**config.mk**
```make
export PLATFORM = sky130hd
export DESIGN_NAME = conv_engine
export DESIGN_NICKNAME = d
export VERILOG_FILES = /design/src/rtl/conv_pkg.sv /design/src/rtl/conv_win_buf.sv /design/src/rtl/conv_engine.sv
export SDC_FILE = /design/constraint.sdc
export NUM_CORES = 2
export LEC_CHECK = 0
export BUFFER_PORTS_ARGS = -buffer_cell sky130_fd_sc_hd__buf_2
export CAP_MARGIN = 0
export CELL_PAD_IN_SITES_DETAIL_PLACEMENT = 0
export CELL_PAD_IN_SITES_GLOBAL_PLACEMENT = 2
export CORE_MARGIN = 3
export CORE_UTILIZATION = 42
export DETAILED_ROUTE_END_ITERATION = 12
export PLACE_DENSITY_LB_ADDON = 0.1
export SYNTH_ARGS = -nofsm -noshare
export SYNTH_HDL_FRONTEND = slang
export SYNTH_SLANG_ARGS = --single-unit
```
**constraint.sdc**
```tcl
create_clock -name clk -period 7.5 [get_ports clk]
set_clock_uncertainty 0.05 [all_clocks]
set_input_delay 0.375 -clock clk [delete_from_list [all_inputs] [get_ports clk]]
set_output_delay 0.375 -clock clk [all_outputs]
set_load 0.1 [all_outputs]
```
**src/rtl/conv_pkg.sv**
```systemverilog
// conv_pkg: shared types and helpers for the convolution engine.
//   conv_state_t : engine FSM states (load rows, register products, sum/clamp)
//   clamp_t      : clamp result, clamped value plus an overflow flag
//   conv_clamp   : saturate a signed 64-bit value to out_w bits, signed or unsigned
package conv_pkg;

    typedef enum logic [1:0] {
        S_LOAD,
        S_MULT,
        S_SUM
    } conv_state_t;

    typedef struct packed {
        logic               ovf;
        logic signed [63:0] val;
    } clamp_t;

    // Limits are computed at 64 bits so one function serves any out_w < 64.
    function automatic clamp_t conv_clamp(input logic signed [63:0] val,
                                          input int unsigned        out_w,
                                          input logic               is_signed);
        clamp_t             res;
        logic signed [63:0] hi;
        logic signed [63:0] lo;
        if (is_signed) begin
            hi = (64'sd1 <<< (out_w - 1)) - 64'sd1;
            lo = -(64'sd1 <<< (out_w - 1));
        end else begin
            hi = (64'sd1 <<< out_w) - 64'sd1;
            lo = 64'sd0;
        end
        if (val > hi) begin
            res.val = hi;
            res.ovf = 1'b1;
        end else if (val < lo) begin
            res.val = lo;
            res.ovf = 1'b1;
        end else begin
            res.val = val;
            res.ovf = 1'b0;
        end
        return res;
    endfunction

endpackage

```
**src/rtl/conv_win_buf.sv**
```systemverilog
// conv_win_buf: K x K data and weight window registers filled one row per accept.
// Ports:
//   clk, rst          clock, asynchronous active-low reset
//   accept            a row is taken this cycle (send && ready)
//   data, wt          packed rows, element c at [c*DATA_W +: DATA_W]
//   keep_wt           sampled on row 0: keep stored weights for this window
//   is_signed         sampled on row 0: signed operands for this window
//   win_d, win_w      flat windows, element (r,c) at [(r*K+c)*DATA_W +: DATA_W]
//   win_signed        latched signed mode of the current window
//   window_full       pulse with the accept of row K-1
module conv_win_buf
    import conv_pkg::*;
#(
    parameter int unsigned DATA_W = 8,
    parameter int unsigned K      = 3
) (
    input  logic                      clk,
    input  logic                      rst,
    input  logic                      accept,
    input  logic [K*DATA_W-1:0]       data,
    input  logic [K*DATA_W-1:0]       wt,
    input  logic                      keep_wt,
    input  logic                      is_signed,
    output logic [K*K*DATA_W-1:0]     win_d,
    output logic [K*K*DATA_W-1:0]     win_w,
    output logic                      win_signed,
    output logic                      window_full
);

    localparam int unsigned RW = (K > 1) ? $clog2(K) : 1;
    localparam logic [RW-1:0] LAST_ROW = RW'(K - 1);

    logic [RW-1:0]            row_q, row_d;
    logic                     keep_q, keep_d;
    logic                     sgn_q, sgn_d;
    logic [K*K*DATA_W-1:0]    win_d_q, win_d_d;
    logic [K*K*DATA_W-1:0]    win_w_q, win_w_d;
    logic                     keep_eff;

    // Row 0 must act on the incoming keep_wt, later rows on the latched copy.
    assign keep_eff = (row_q == '0) ? keep_wt : keep_q;

    always_comb begin
        row_d   = row_q;
        keep_d  = keep_q;
        sgn_d   = sgn_q;
        win_d_d = win_d_q;
        win_w_d = win_w_q;
        if (accept) begin
            row_d = (row_q == LAST_ROW) ? '0 : row_q + RW'(1);
            if (row_q == '0) begin
                keep_d = keep_wt;
                sgn_d  = is_signed;
            end
            for (int unsigned c = 0; c < K; c++) begin
                win_d_d[(32'(row_q) * K + c) * DATA_W +: DATA_W] = data[c * DATA_W +: DATA_W];
                if (!keep_eff) begin
                    win_w_d[(32'(row_q) * K + c) * DATA_W +: DATA_W] = wt[c * DATA_W +: DATA_W];
                end
            end
        end
    end

    always_ff @(posedge clk or negedge rst) begin
        if (!rst) begin
            row_q   <= '0;
            keep_q  <= 1'b0;
            sgn_q   <= 1'b0;
            win_d_q <= '0;
            win_w_q <= '0;
        end else begin
            row_q   <= row_d;
            keep_q  <= keep_d;
            sgn_q   <= sgn_d;
            win_d_q <= win_d_d;
            win_w_q <= win_w_d;
        end
    end

    assign win_d       = win_d_q;
    assign win_w       = win_w_q;
    assign win_signed  = sgn_q;
    assign window_full = accept && (row_q == LAST_ROW);

endmodule

```
**src/rtl/conv_engine.sv**
```systemverilog
// conv_engine: K x K windowed dot product with saturating output.
// Ports:
//   clk, rst       clock, asynchronous active-low reset
//   data, wt       one data / weight row per accept (send && ready)
//   send, ready    row handshake; ready only while loading
//   keep_wt        sampled on row 0: reuse stored weights
//   is_signed      sampled on row 0: two's-complement operands and result
//   output_data    saturated dot product, held until the next fin
//   fin            one-cycle pulse, output_data/ovf valid
//   ovf            result was clamped
module conv_engine
    import conv_pkg::*;
#(
    parameter int unsigned DATA_W = 8,
    parameter int unsigned K      = 3,
    parameter int unsigned OUT_W  = 16
) (
    input  logic                  clk,
    input  logic                  rst,
    input  logic [K*DATA_W-1:0]   data,
    input  logic [K*DATA_W-1:0]   wt,
    input  logic                  send,
    output logic                  ready,
    input  logic                  keep_wt,
    input  logic                  is_signed,
    output logic [OUT_W-1:0]      output_data,
    output logic                  fin,
    output logic                  ovf
);

    localparam int unsigned ACC_W = 2 * DATA_W + $clog2(K * K) + 1;
    localparam int unsigned P_W   = 2 * DATA_W;
    localparam int unsigned N     = K * K;

    conv_state_t state_q, state_d;

    logic                  accept;
    logic [N*DATA_W-1:0]   win_d;
    logic [N*DATA_W-1:0]   win_w;
    logic                  win_signed;
    logic                  window_full;

    logic [P_W-1:0]        prod_q [N];
    logic [P_W-1:0]        prod_d [N];
    logic signed [ACC_W-1:0] acc;
    clamp_t                cl;
    logic [OUT_W-1:0]      out_q, out_d;
    logic                  ovf_q, ovf_d;
    logic                  fin_q;
    logic                  unused_clamp_hi;

    assign ready  = (state_q == S_LOAD);
    assign accept = send && ready;

    conv_win_buf #(
        .DATA_W (DATA_W),
        .K      (K)
    ) u_win_buf (
        .clk         (clk),
        .rst         (rst),
        .accept      (accept),
        .data        (data),
        .wt          (wt),
        .keep_wt     (keep_wt),
        .is_signed   (is_signed),
        .win_d       (win_d),
        .win_w       (win_w),
        .win_signed  (win_signed),
        .window_full (window_full)
    );

    always_comb begin
        state_d = state_q;
        unique case (state_q)
            S_LOAD:  if (window_full) state_d = S_MULT;
            S_MULT:  state_d = S_SUM;
            S_SUM:   state_d = S_LOAD;
            default: state_d = S_LOAD;
        endcase
    end

    // One extra bit lets a single signed multiplier cover both modes: in
    // unsigned mode the extension bit is 0, and the low 2*DATA_W bits of the
    // product are exact either way.
    always_comb begin
        for (int unsigned i = 0; i < N; i++) begin
            logic signed [DATA_W:0]    a_x;
            logic signed [DATA_W:0]    b_x;
            logic signed [2*DATA_W+1:0] full;
            a_x = {win_signed & win_d[i*DATA_W + DATA_W - 1], win_d[i*DATA_W +: DATA_W]};
            b_x = {win_signed & win_w[i*DATA_W + DATA_W - 1], win_w[i*DATA_W +: DATA_W]};
            full = a_x * b_x;
            prod_d[i] = full[P_W-1:0];
        end
    end

    // Adder tree over the registered products; ACC_W holds the worst case of
    // either mode without wrapping.
    always_comb begin
        acc = '0;
        for (int unsigned i = 0; i < N; i++) begin
            acc = acc + {{(ACC_W - P_W){win_signed & prod_q[i][P_W-1]}}, prod_q[i]};
        end
    end

    assign cl              = conv_clamp({{(64 - ACC_W){acc[ACC_W-1]}}, acc}, OUT_W, win_signed);
    assign unused_clamp_hi = ^cl.val[63:OUT_W];

    always_comb begin
        out_d = out_q;
        ovf_d = ovf_q;
        if (state_q == S_SUM) begin
            out_d = cl.val[OUT_W-1:0];
            ovf_d = cl.ovf;
        end
    end

    always_ff @(posedge clk or negedge rst) begin
        if (!rst) begin
            state_q <= S_LOAD;
            out_q   <= '0;
            ovf_q   <= 1'b0;
            fin_q   <= 1'b0;
            for (int unsigned i = 0; i < N; i++) prod_q[i] <= '0;
        end else begin
            state_q <= state_d;
            out_q   <= out_d;
            ovf_q   <= ovf_d;
            fin_q   <= (state_q == S_SUM);
            if (state_q == S_MULT) begin
                for (int unsigned i = 0; i < N; i++) prod_q[i] <= prod_d[i];
            end
        end
    end

    assign output_data = out_q;
    assign ovf         = ovf_q;
    assign fin         = fin_q;

endmodule

```
==> reports/qor.txt <==
status: finished clean
CP startpoint kind: register
adder-cell share of the synthesized area: 42.9%
Routed Wire Length: 134,000 µm
cell with the most instances after synthesis: inv_1
sequential share of the synthesized area: 18.6%
core footprint: 98,700 µm²
first-pass GRT wire length: 206,000 µm
Num Clock Sinks: 312
largest stage delay on the critical path: 0.56 ns
Async SR Flop Fraction: 100%
placed insts: 5,744
Tot GR Track Use: 26.5%
H-tree Lvls: 2
die area: 104,000 µm²
maximum clock frequency: 0.149 GHz
DR iter-0 viols: 1,982
final hold violations: 0
Synth top cells by count: inv_1 (812), nand2_1 (752), fa_1 (689)
Synth area leader: fa_1
worst hold stages: 3
Worst Path Buf+Inv: 5
Pwr Density: 400 nW/µm²
sw frac: 55.0%
antenna violations before repair: 15
Yosys warnings: 0
CP max FO: 18
Lkg Pwr: 21.5 nW
IO Port Bufs: 71
CTS Root Buffer Type: clkbuf_16
Synth Area per Inst: 9.14 µm²
R2R Path End: output_data[14]
minimum clock period: 6.72 ns
post-CTS sizing: 0
type of element capturing the critical path: register
Max-Cap Viols: 0
RSZ-0062 raised after global routing: no
starting density of the core: 42.5%
Clock transition at path regs: 0.06 ns
final setup violation count: 0
worst path required time: 7.92 ns
worst hold path class: in2reg
Die H: 322 µm
share of cells above drive strength 1: 5.66%
Hold Path End: u_win_buf.win_d[24]
CTS tree: built
Comb power frac: 67.1%
CP max-delay cell: or4_4
Area Growth Syn to Fin: 7.12%
period utilization: 89.6%
top cell type's share of synthesized area: 32.9%
cell family with most CP delay: adder cells
worst reg2reg path depth: 25
Post-synth EDFFs: 0
Layout fillers: 9,806
GPL Wtd Cong: 0.856
Die Wd: 322 µm
critical path's most frequent cell: inv_1
Detail Route Antenna Nets: 0
critical path arrival: 7.13 ns
Int Pwr: 8.09 mW
Setup TNS: 0 ns
Seq pwr share: 19.8%
via count: 30,600
Synth Area in Compound Gates: 9.86%
Sw Pwr: 9.88 mW
headroom to the max-slew limit: 12.6%
Reg2Reg Setup Slack: 0.78 ns
vias in the first global route: 31,800
grt ovf: 0
mapped cell area: 42,000 µm²
Residual DRC: 0
post-synthesis mux area share: 0.128%
main combinational cell family by area after synthesis: adder cells
Post-Syn Nets: 5,674
# IOs: 72
Non-Filler Instances: 5,828
Final Max Slew Viols: 0
flops & latches, synth: 312
clk_lat worst skew: 0.62 ns
Worst VDD drop: 0.000502 V
num rows: 115
Hold Startpoint: data[0]
Synth area leaders: fa_1 (33%), dfrtp_1 (19%), ha_1 (10%)
r2r startpoint: prod_q[10]
Slew @ Worst Pin: 1.30 ns
Syn Inst Count: 4,594
Clock Path Buffers: 3
Nets: 5,584
Main synth FF type: dfrtp_1
CP Class: reg2reg
XOR/XNOR Fraction of Synth Area: 3.36%
Netlist cell types: 71
largest net degree at the start of global routing: 158
CTS buffer count: 43
buffers inserted by post-CTS timing repair: 0
1st-pass router iterations: 6
Post-Synth Simple-Gate Area: 15.7%
post-detail-place hpwl: 108,000 µm
Clk pwr share: 13.1%
Vias per Instance: 5.25
WL/cell: 22.9 µm
-- metrics by stage --
| step | setup WS (ns) | util, % | hold WS (ns) | cell area (µm²) | power, mW |
|---|---|---|---|---|---|
| global route | 0.275 | 45.5 | 0.0990 | 45000 | 19.8 |
| CTS | 0.741 | 45.5 | 0.0837 | 45000 | 18.2 |
| finish | 0.783 | 45.6 | 0.112 | 45000 | 18.0 |
| floorplan | 1.09 | - | 0.0294 | 42000 | 11.9 |
| global placement | 0.724 | 43.9 | 0.303 | 43300 | 15.7 |
| detailed placement | 0.751 | 43.9 | 0.297 | 43300 | 15.7 |
-- layer usage --
metal	part of all wire (%)	vias to the layer above	routed length, µm	GRT usage, %
met5	0.020	-	27	0
met4	2.5	4	3320	6.46
met3	4.9	154	6590	2.90
met2	46	706	61300	42.4
met1	47	15500	62300	38.6
li1	-	14200	-	-
-- power groups by stage --
| stage | registers, mW | clock network [mW] | logic [mW] |
|---|---|---|---|
| after global placement | 3.56 | 0 | 12.1 |
| final | 3.56 | 2.35 | 12.1 |
| after CTS | 3.54 | 2.40 | 12.2 |
| after detailed placement | 3.57 | 0 | 12.1 |
| after floorplan | 2.87 | 0 | 9.03 |
| after global routing | 3.66 | 2.47 | 13.7 |
-- worst max-delay path by stage --
stage / startpoint / to / cells past startpoint
6_report: prod_q[10] / output_data[14] / 25
5_1_grt: prod_q[10] / output_data[14] / 25
4_1_cts: prod_q[10] / output_data[14] / 25
3_5_place_dp: prod_q[8] / output_data[14] / 25
3_3_place_gp: prod_q[8] / output_data[14] / 25
2_1_floorplan: u_win_buf.win_signed / output_data[15] / 26
-- sequential cells by signal (all words and copies together), names as in the netlist --
signal	count
fin	1
output_data	16
ovf	1
prod_q	144
state_q	2
u_win_buf.keep_q	1
u_win_buf.row_q	2
u_win_buf.win_d	72
u_win_buf.win_signed	1
u_win_buf.win_w	72
-- placed cells by master (no fill, tap or decap), types with 7 or more instances in the layout --
cell type / n
inv_1: 811
nand2_1: 751
fa_1: 689
ha_1: 338
dfrtp_1: 311
and2_1: 279
o21ai_0: 241
xnor2_1: 147
a21oi_1: 113
nor2_1: 77
a22oi_1: 74
buf_2: 70
nand3_1: 66
or2_2: 54
and3_1: 46
clkbuf_16: 43
o21bai_1: 38
a21o_1: 34
a32oi_1: 32
a22o_1: 32
nor2b_1: 27
buf_4: 27
nor3b_1: 18
nor3_1: 17
nor4_1: 15
xor2_1: 14
a221oi_1: 10
nand4_1: 9
o221ai_1: 9
bufinv_16: 9
o21ai_1: 8
o211ai_1: 7
clkinv_2: 7
-- kinds of logic after synthesis --
group	after synthesis
AO/OA/AOI/OAI	646
XOR/XNOR	161
adder cells (fa/ha/maj)	1027
buffers and inverters	1052
flip-flops	312
multiplexers	5
AND/OR/NAND/NOR	1391
-- timing repair --
item | 4_1_cts | 5_1_grt
endpoints found under the hold margin | 56 | 0
endpoints found under the setup margin | 0 | 0
hold buffers | 2 | 0
-- worst reg2reg max path: cells and delay by family, from the launching register on --
kind	cells	cell delay, ns
adder cells (fa/ha/maj)	6	2.77
AO/OA/AOI/OAI	9	2.04
AND/OR/NAND/NOR	4	0.78
flip-flops	1	0.34
buffers and inverters	5	0.30
XOR/XNOR	1	0.29
-- final cells by class --
cell class / instances / area (µm²) / area share (%)
Antenna cell: 2 / 5.00 / 0.0111
Clock buffer: 55 / 1180 / 2.63
Clock inverter: 25 / 408 / 0.907
Inverter: 814 / 3060 / 6.80
Multi-Input combinational cell: 3230 / 30200 / 67.3
Sequential cell: 312 / 7810 / 17.4
Tap cell: 1287 / 1610 / 3.58
Timing Repair Buffer: 103 / 648 / 1.44
(Power assumes the default switching activity.)
